`src/rtl/led_pkg.sv`:
```
// Shared encodings for the LED pattern sequencer: mode and bounce-direction enums,
// plus the initial value each pattern starts from.
package led_pkg;

    typedef enum logic [1:0] {
        MODE_BLINK  = 2'd0,
        MODE_CHASE  = 2'd1,
        MODE_BOUNCE = 2'd2,
        MODE_FILL   = 2'd3
    } mode_t;

    typedef enum logic {
        UP   = 1'b0,
        DOWN = 1'b1
    } dir_t;

    localparam logic [7:0] INIT_BLINK  = 8'h00;
    localparam logic [7:0] INIT_CHASE  = 8'h01;
    localparam logic [7:0] INIT_BOUNCE = 8'h01;
    localparam logic [7:0] INIT_FILL   = 8'h00;

    function automatic logic [7:0] init_led(input mode_t m);
        case (m)
            MODE_BLINK:  return INIT_BLINK;
            MODE_CHASE:  return INIT_CHASE;
            MODE_BOUNCE: return INIT_BOUNCE;
            default:     return INIT_FILL;
        endcase
    endfunction

endpackage

```
`src/rtl/led_pattern_seq_if.sv`:
```
// Board-side signals of the sequencer: raw button in, LED pattern and mode out.
interface led_pattern_seq_if;
    import led_pkg::*;

    logic       btn;
    logic [7:0] LED;
    logic [1:0] mode;

    modport master (output btn, input LED, input mode);
    modport slave  (input btn, output LED, output mode);

endinterface

```
`src/rtl/btn_debounce.sv`:
```
// Two-flop synchronizer, stability counter and rising-edge press pulse for a bouncy button.
module btn_debounce #(
    parameter int DEBOUNCE_CYC = 1_000_000
) (
    input  logic clk,
    input  logic rst,
    input  logic btn_in,
    output logic press
);
    localparam int            CW   = (DEBOUNCE_CYC > 2) ? $clog2(DEBOUNCE_CYC) : 1;
    localparam logic [CW-1:0] LAST = CW'(DEBOUNCE_CYC - 1);

    logic [1:0]    sync;
    logic          sync_btn;
    logic          stable_btn;
    logic [CW-1:0] cnt;

    assign sync_btn = sync[1];

    always_ff @(posedge clk) begin
        if (rst) begin
            sync       <= '0;
            stable_btn <= 1'b0;
            cnt        <= '0;
            press      <= 1'b0;
        end else begin
            sync  <= {sync[0], btn_in};
            press <= 1'b0;
            if (sync_btn == stable_btn) begin
                cnt <= '0;
            end else if (cnt == LAST) begin
                // accept the new level; only an accepted rise is a press
                stable_btn <= sync_btn;
                cnt        <= '0;
                press      <= sync_btn;
            end else begin
                cnt <= cnt + 1'b1;
            end
        end
    end

endmodule

```
`src/rtl/led_pattern_seq.sv`:
```
// Four-mode LED pattern sequencer: a prescaler paces pattern steps, a debounced
// button advances the mode and restarts the pattern and prescaler.
module led_pattern_seq
    import led_pkg::*;
#(
    parameter int STEP_DIV     = 12_500_000,
    parameter int DEBOUNCE_CYC = 1_000_000
) (
    input  logic               clk,
    input  logic               rst,
    led_pattern_seq_if.slave   bus
);
    localparam int            PW   = (STEP_DIV > 2) ? $clog2(STEP_DIV) : 1;
    localparam logic [PW-1:0] LAST = PW'(STEP_DIV - 1);

    logic [PW-1:0] cnt, cnt_nx;
    mode_t         mode_q, mode_nx;
    dir_t          dir_q, dir_nx;
    logic [7:0]    led_q, led_nx;
    logic          press;
    logic          step_tick;

    btn_debounce #(.DEBOUNCE_CYC(DEBOUNCE_CYC)) u_debounce (
        .clk    (clk),
        .rst    (rst),
        .btn_in (bus.btn),
        .press  (press)
    );

    assign step_tick = (cnt == LAST);

    always_ff @(posedge clk) begin
        if (rst) begin
            cnt    <= '0;
            mode_q <= MODE_BLINK;
            dir_q  <= UP;
            led_q  <= INIT_BLINK;
        end else begin
            cnt    <= cnt_nx;
            mode_q <= mode_nx;
            dir_q  <= dir_nx;
            led_q  <= led_nx;
        end
    end

    always_comb begin
        cnt_nx  = step_tick ? '0 : cnt + 1'b1;
        mode_nx = mode_q;
        dir_nx  = dir_q;
        led_nx  = led_q;
        // a press restarts the pattern and swallows a coincident tick
        if (press) begin
            mode_nx = mode_t'(mode_q + 2'd1);
            led_nx  = init_led(mode_nx);
            dir_nx  = UP;
            cnt_nx  = '0;
        end else if (step_tick) begin
            case (mode_q)
                MODE_BLINK: led_nx = ~led_q;
                MODE_CHASE: led_nx = {led_q[6:0], led_q[7]};
                MODE_BOUNCE: begin
                    if (dir_q == UP) begin
                        led_nx = led_q << 1;
                        if (led_nx == 8'h80) dir_nx = DOWN;
                    end else begin
                        led_nx = led_q >> 1;
                        if (led_nx == 8'h01) dir_nx = UP;
                    end
                end
                default: led_nx = (led_q == 8'hFF) ? 8'h00 : {led_q[6:0], 1'b1};
            endcase
        end
    end

    assign bus.LED  = led_q;
    assign bus.mode = mode_q;

endmodule

```
`src/flat_wrapper.sv`:
```
// flat-port wrapper written by rule: the top's interface ports become plain ports
module led_pattern_seq_flat import led_pkg::*;
#(
    parameter int STEP_DIV     = 12_500_000,
    parameter int DEBOUNCE_CYC = 1_000_000
)
  (clk, rst, bus_btn, bus_LED, bus_mode);
  led_pattern_seq_if bus_i ();
  input  logic clk;
  input  logic rst;
  input wire logic [$bits(bus_i.btn)-1:0] bus_btn;
  output wire logic [$bits(bus_i.LED)-1:0] bus_LED;
  output wire logic [$bits(bus_i.mode)-1:0] bus_mode;
  assign bus_i.btn = bus_btn;
  assign bus_LED = bus_i.LED;
  assign bus_mode = bus_i.mode;
  led_pattern_seq #(.STEP_DIV(STEP_DIV), .DEBOUNCE_CYC(DEBOUNCE_CYC)) u_core (.clk(clk), .rst(rst), .bus(bus_i));
endmodule
```
`config.mk`:
```
export PLATFORM = sky130hd
export DESIGN_NAME = led_pattern_seq_flat
export DESIGN_NICKNAME = d
export VERILOG_FILES = /design/src/rtl/led_pkg.sv /design/src/rtl/led_pattern_seq_if.sv /design/src/rtl/btn_debounce.sv /design/src/rtl/led_pattern_seq.sv /design/src/flat_wrapper.sv
export SDC_FILE = /design/constraint.sdc
export NUM_CORES = 1
export LEC_CHECK = 0
export ABC_AREA = 1
export CAP_MARGIN = 20
export CORE_MARGIN = 2
export CORE_UTILIZATION = 45
export CTS_BUF_LIST = sky130_fd_sc_hd__clkbuf_8
export DETAILED_ROUTE_END_ITERATION = 12
export SKIP_LAST_GASP = 1
export SLEW_MARGIN = 5
export SYNTH_ARGS = -nofsm -noshare
export SYNTH_HDL_FRONTEND = slang
export SYNTH_HIERARCHICAL = 1
export SYNTH_SLANG_ARGS = --single-unit
```
`constraint.sdc`:
```
create_clock -name clk -period 3.5 [get_ports clk]
set_input_delay 0.35 -clock clk [delete_from_list [all_inputs] [get_ports clk]]
set_output_delay 0.35 -clock clk [all_outputs]
set_load 0.02 [all_outputs]
```
======== Word level (Yosys, flattened, before mapping) ========
Cells that the tools add are included.
word-level totals
  register bits ........................... 59
  output and inout port bits .............. 10
  word-level logic and storage cells ...... 42
cells by class
  add/sub/neg operators ................... 3
  equality and inequality tests ........... 10
  muxes and demuxes ....................... 9
  bitwise logic cells ..................... 3
  reductions and logical operators ........ 9
operators with widths
  operator                 count
  $mux W8                  4
  $add A24 B1 Y24 const B  1
  $eq A24 B24 Y1 const B   1
  $pmux W8 S3              1
  $add A20 B1 Y20 const B  1
  $eq A20 B20 Y1 const B   1
  $reduce_or A3 Y1         3
  $eq A8 B8 Y1 const B     1
  $not A8 Y8               1
  $eq A7 B1 Y1 const B     1
  $eq A7 B7 Y1 const B     1
  $eq A2 B1 Y1 const B     2
  $eq A2 B2 Y1 const B     2
  $mux W1                  4
  $reduce_and A2 Y1        2
  $reduce_or A2 Y1         2
  $add A2 B1 Y2 const B    1
  $logic_not A2 Y1         1
  $not A1 Y1               2
  $reduce_bool A2 Y1       1
  $eq A1 B1 Y1             1

======== Logic depth before layout (Yosys ltp) ========
  word-level depth ........................ 5
  depth in mapped cells ................... 10
  mapped depth without buffers ............ 9

======== Hierarchy ========
Netlist, hierarchy kept.
by module, submodules not included
  module           times used  cells each  area an instance (um^2)  seq. area each (um^2)
  led_pattern_seq  1           364         2,288.4                  700.7
  btn_debounce     1           186         1,236.2                  480.5

======== Worst setup path after synthesis ========
Ideal clock, no wire load.
  path type ............................... register to register
  start point ............................. register u_core.mode_q[0], in the netlist u_core/bus.mode[0]
  end point ............................... register u_core.led_q[0], in the netlist u_core/bus.LED[0]
  setup time .............................. 0.113 ns
  arrival time ............................ 1.411 ns
  data required time ...................... 3.387 ns
  slack ................................... 1.976 ns
  cell stages (with the launch flop) ...... 10
  cell sequence ........................... dfxtp_1 inv_1 ha_1 clkbuf_1 nand3_1 nand3_1 nand2_1 nand3_1 nor2_1 nor2_1
between the ends
  longest elaborated chain between the ends .. 5
  elaborated cells between the ends (all ways) .. 11
  those cells by class .................... add/sub (1); eq/ne (4); mux (4); reduce/logical (2)
RTL lines
  element                                       line                   source
  start, declared                               led_pattern_seq.sv:17  mode_t mode_q, mode_nx;
  start signal, assigned                        led_pattern_seq.sv:40  mode_q <= mode_nx;
  $add A2 B1 Y2                                 led_pattern_seq.sv:53  mode_nx = mode_t'(mode_q + 2'd1);
  $eq A2 B1 Y1 or $eq A2 B2 Y1 (tied branches)  led_pkg.sv:23          case (m)
  $reduce_or A2 Y1 (no source line)             -
  $mux W1                                       led_pkg.sv:23
  $mux W8 (*)                                   led_pattern_seq.sv:52  if (press) begin
  end signal, assigned                          led_pattern_seq.sv:42  led_q <= led_nx;
  end, declared                                 led_pattern_seq.sv:19  logic [7:0] led_q, led_nx;
Every way passes the cells marked *; elsewhere a longest branch is shown, timed or not. The select of a mux whose other input is x is not followed.
A chain may end at the register's enable or synchronous reset.

======== Worst setup path after layout ========
  start point ............................. register u_core.led_q[6], in the netlist u_core/bus.LED[6]
  end point ............................... output bus_LED[6]
RTL lines
  element        line                source
  end, declared  flat_wrapper.sv:12  output wire logic [$bits(bus_i.LED)-1:0] bus_LED;
No word-level cell between the ends.

==> summary.txt <==
Power
  – Internal power: around 1.0 mW
  – Pwr/cell area: 332 nW/um2
  – Worst VDD drop: 159 uV
  – Gate power share: between 1.5 and 2%
  – Sequential power share: between 50% and 60%
  – Clock power share: 45.7%
  – Sw Share: between 20% and 30%
  – Total power: between 1 and 1.5 mW
  – Psw: 274 uW
  – Static leakage: approximately 1.3 nW

Finish
  – Final Util: roughly half
  – Area growth syn-to-layout: 10.4%
  – N_diodes: 0
  – Post-Layout Cell Count: 668
  – Layout cells sized above 1: 7.77%
  – Final net count: between 500 and 600

GRT
  – Vias in the first global route: 3019
  – GRT overflow: 0
  – Largest net degree at the start of global routing: 24
  – GRT Util Overall: a little under 20%
  – First-pass GRT wire length: 13.6 mm
  – Initial antenna violation count: 0

Yosys
  – Syn_area_per_cell: 6.41 um2
  – Cells after synthesis: 550
  – Post-synthesis adder-cell area fraction: 2.13%
  – Simple-gate share of the synthesized area: a little under half
  – Top-area cell type share of the netlist area: about a third
  – Yosys warns: 6
  – Syn nets: roughly 560
  – Xor and xnor area share after synthesis: under 10%
  – Synth Area in Compound Gates: 6.96%
  – Netlist cell types: 34
  – Sequential share of the synthesized area: 33.5%
  – Number of synthesized register bits: about 60
  – Mux cell area share after synthesis: 0%
  – Main combinational cell family by area after synthesis: simple AND/OR/NAND/NOR gates
  – Mapped Area: around 3500 um2
  – Area leader, netlist: dfxtp_1
  – Dominant cells by area after synthesis: dfxtp_1 (34%), nand2_1 (17%), nor2_1 (10%)

STA
  – Unrepaired setup endpoints after global routing: false
  – Worst-margin pin slew: between 500 and 600 ps
  – Final setup fails: 0
  – Achievable clock frequency: between 500 and 600 MHz
  – Final Slew Violations: 0
  – Final Skew: 8.57 ps
  – Setup TNS: 0 ps
  – Tmin final: approximately 1900 ps
  – Final hold violations: 0
  – Rel. slew slack: between 60% and 70%
  – Final Cycle Share: 52.9%

Route
  – Via count: between 3000 and 4000
  – DRC viols: 0
  – WL met2: between 3 and 4 mm
  – Top layer in use: met4
  – Detailed-route vias per instance: ~5.1
  – Met1 Wirelength: about 3.7 mm
  – Drt pass-1 iters: 7
  – Drt first-iter violations: approximately 170
  – WL final: between 7 and 8 mm
  – Antenna Nets Post-Route: 0
  – Met3 WL: 354 um
  – Wire per inst: about 12 um

Clock tree
  – CTS Sinks: 59
  – CTS resizes: 0
  – H-Tree Depth: 3
  – Post-CTS Hold Fix Bufs: 0
  – CTS tree: yes
  – Max clock buf depth: 2
  – Setup Fix Bufs, Post-CTS: 0
  – CTS Buf Count: 9
  – Clk slew on worst S/H paths: 60 ps
  – Root Driver: clkbuf_8
  – Clock Latency Late Sink: between 300 and 400 ps

Worst setup path
  – Worst-path fanout max: 8
  – Crit path DAT: about 1500 ps
  – Crit path capture type: output port
  – Worst Setup Path Type: reg -> out
  – Crit start category: register
  – CP delay by family, top: buffers and inverters
  – Slowest-stage cell, CP: clkdlybuf4s50_1
  – CP Buf/Inv Count: 1
  – Slowest stage delay, CP: between 600 and 700 ps
  – Required @ worst endpoint: approximately 3200 ps
  – Worst-path cell chain: clkdlybuf4s50_1

Place
  – Hpwl dp: roughly 5.9 mm
  – Placed cells: approximately 650
  – RD Place Congestion: between 0.8 and 0.9
  – Port Buf Inserts: 12

Flow run
  – Max-cap viol count: 0

Floorplanning
  – Number of top-level pins: 13
  – Initial Utilization: 46.1%
  – Die Area: 8560 um2
  – Chip Width: about 93 um
  – Core ar.: between 7000 and 8000 um2
  – Row count: 32
  – Die H: approximately 93 um

Worst hold path
  – Hold Crit Class: reg -> reg

Status
  – Result of the run: finished clean
[path summary, 6_finish.rpt]
path              depth (start not counted)  slack (ps)                        end                 startpoint
setup / recovery                          1        1650                 bus_LED[6]          u_core/bus.LED[6]
hold / removal                            2         410  u_core/u_debounce/sync[1]  u_core/u_debounce/sync[0]
setup reg to reg                          8        1690          u_core/bus.LED[7]              u_core/cnt[0]
hold reg to reg                           2         410  u_core/u_debounce/sync[1]  u_core/u_debounce/sync[0]
[cells in the final DEF (no fill, tap or decap), types with 10 or more instances in the layout]
cell type          n
inv_1             58
nor2_1            97
clkdlybuf4s50_1   12
nand4_1           14
nand3_1           46
o21ai_0           12
nand2_1          155
dfxtp_1           59
xor2_1            11
nor3_1            12
a21oi_1           24
clkbuf_8          10
[state kept, by name, indices dropped and copies added, names as in the netlist]
register                      cells
u_core/u_debounce/stable_btn      1
u_core/bus.mode                   2
u_core/u_debounce/cnt            20
u_core/cnt                       24
u_core/u_debounce/press           1
u_core/u_debounce/sync            2
u_core/dir_q                      1
u_core/bus.LED                    8
[synth_stat cells]
library cell,number
nand3_4,1
and2_1,1
buf_4,2
a21oi_1,24
xnor2_1,4
inv_1,57
nor3b_2,2
clkbuf_1,5
nand3b_1,2
dfxtp_1,59
nand3_1,46
o21ai_0,12
nand3_2,2
nor3_2,2
nand2_1,155
ha_1,6
nor2_1,97
xor2_1,11
inv_2,3
o21ai_1,1
buf_6,2
a211oi_1,1
nand4_1,14
o211ai_1,6
and2_2,1
o21bai_1,1
or2_2,2
nor3_4,2
nor2_2,6
nand2_2,5
buf_2,1
nor3_1,12
nand2_4,2
nor2_4,3
[per-layer routing]
metal | GRT usage, % | up-vias
met1 | 25.5 | 1539
met4 | 7.09 | 0
met3 | 3.91 | 7
met2 | 32.5 | 63
li1 | - | 1777
met5 | 0 | -
[cells by family after synthesis]
kind of cell               after synthesis
and+or+nand+nor                        355
adders and majority gates                6
AOI/OAI and AO/OA                       45
xor gates and xnor gates                15
DFF                                     59
buffers and inverters                   70
[power by group through the flow]
stage	Combinational, mW	Clock [mW]	Sequential (mW)
final	0.0223	0.590	0.680
after global routing	0.0255	0.640	0.680
after CTS	0.0229	0.615	0.680
after detailed placement	0.0228	0	0.695
after global placement	0.0224	0	0.695
after floorplan	0.0175	0	0.694
[final cells by class]
| class | count | area [um2] |
|---|---|---|
| clock inverters | 4 | 43.8 |
| inverters | 60 | 225 |
| fillers | 783 | 3750 |
| flip-flops and latches | 59 | 1180 |
| multi-input cells | 421 | 2060 |
| well taps | 102 | 128 |
| clock buffers | 10 | 138 |
| repair buffers | 12 | 120 |
[per-stage QoR]
| stage | setup WS [ps] | hold slack, ps | area, um2 |
|---|---|---|---|
| 2_1_floorplan | 1980 | 388 | 3520 |
| 3_3_place_gp | 1650 | 397 | 3710 |
| 3_5_place_dp | 1600 | 398 | 3710 |
| 4_1_cts | 1620 | 425 | 3890 |
| 5_1_grt | 1520 | 441 | 3890 |
| 6_report | 1650 | 414 | 3890 |
No activity file was read; power rests on OpenSTA's default activity.
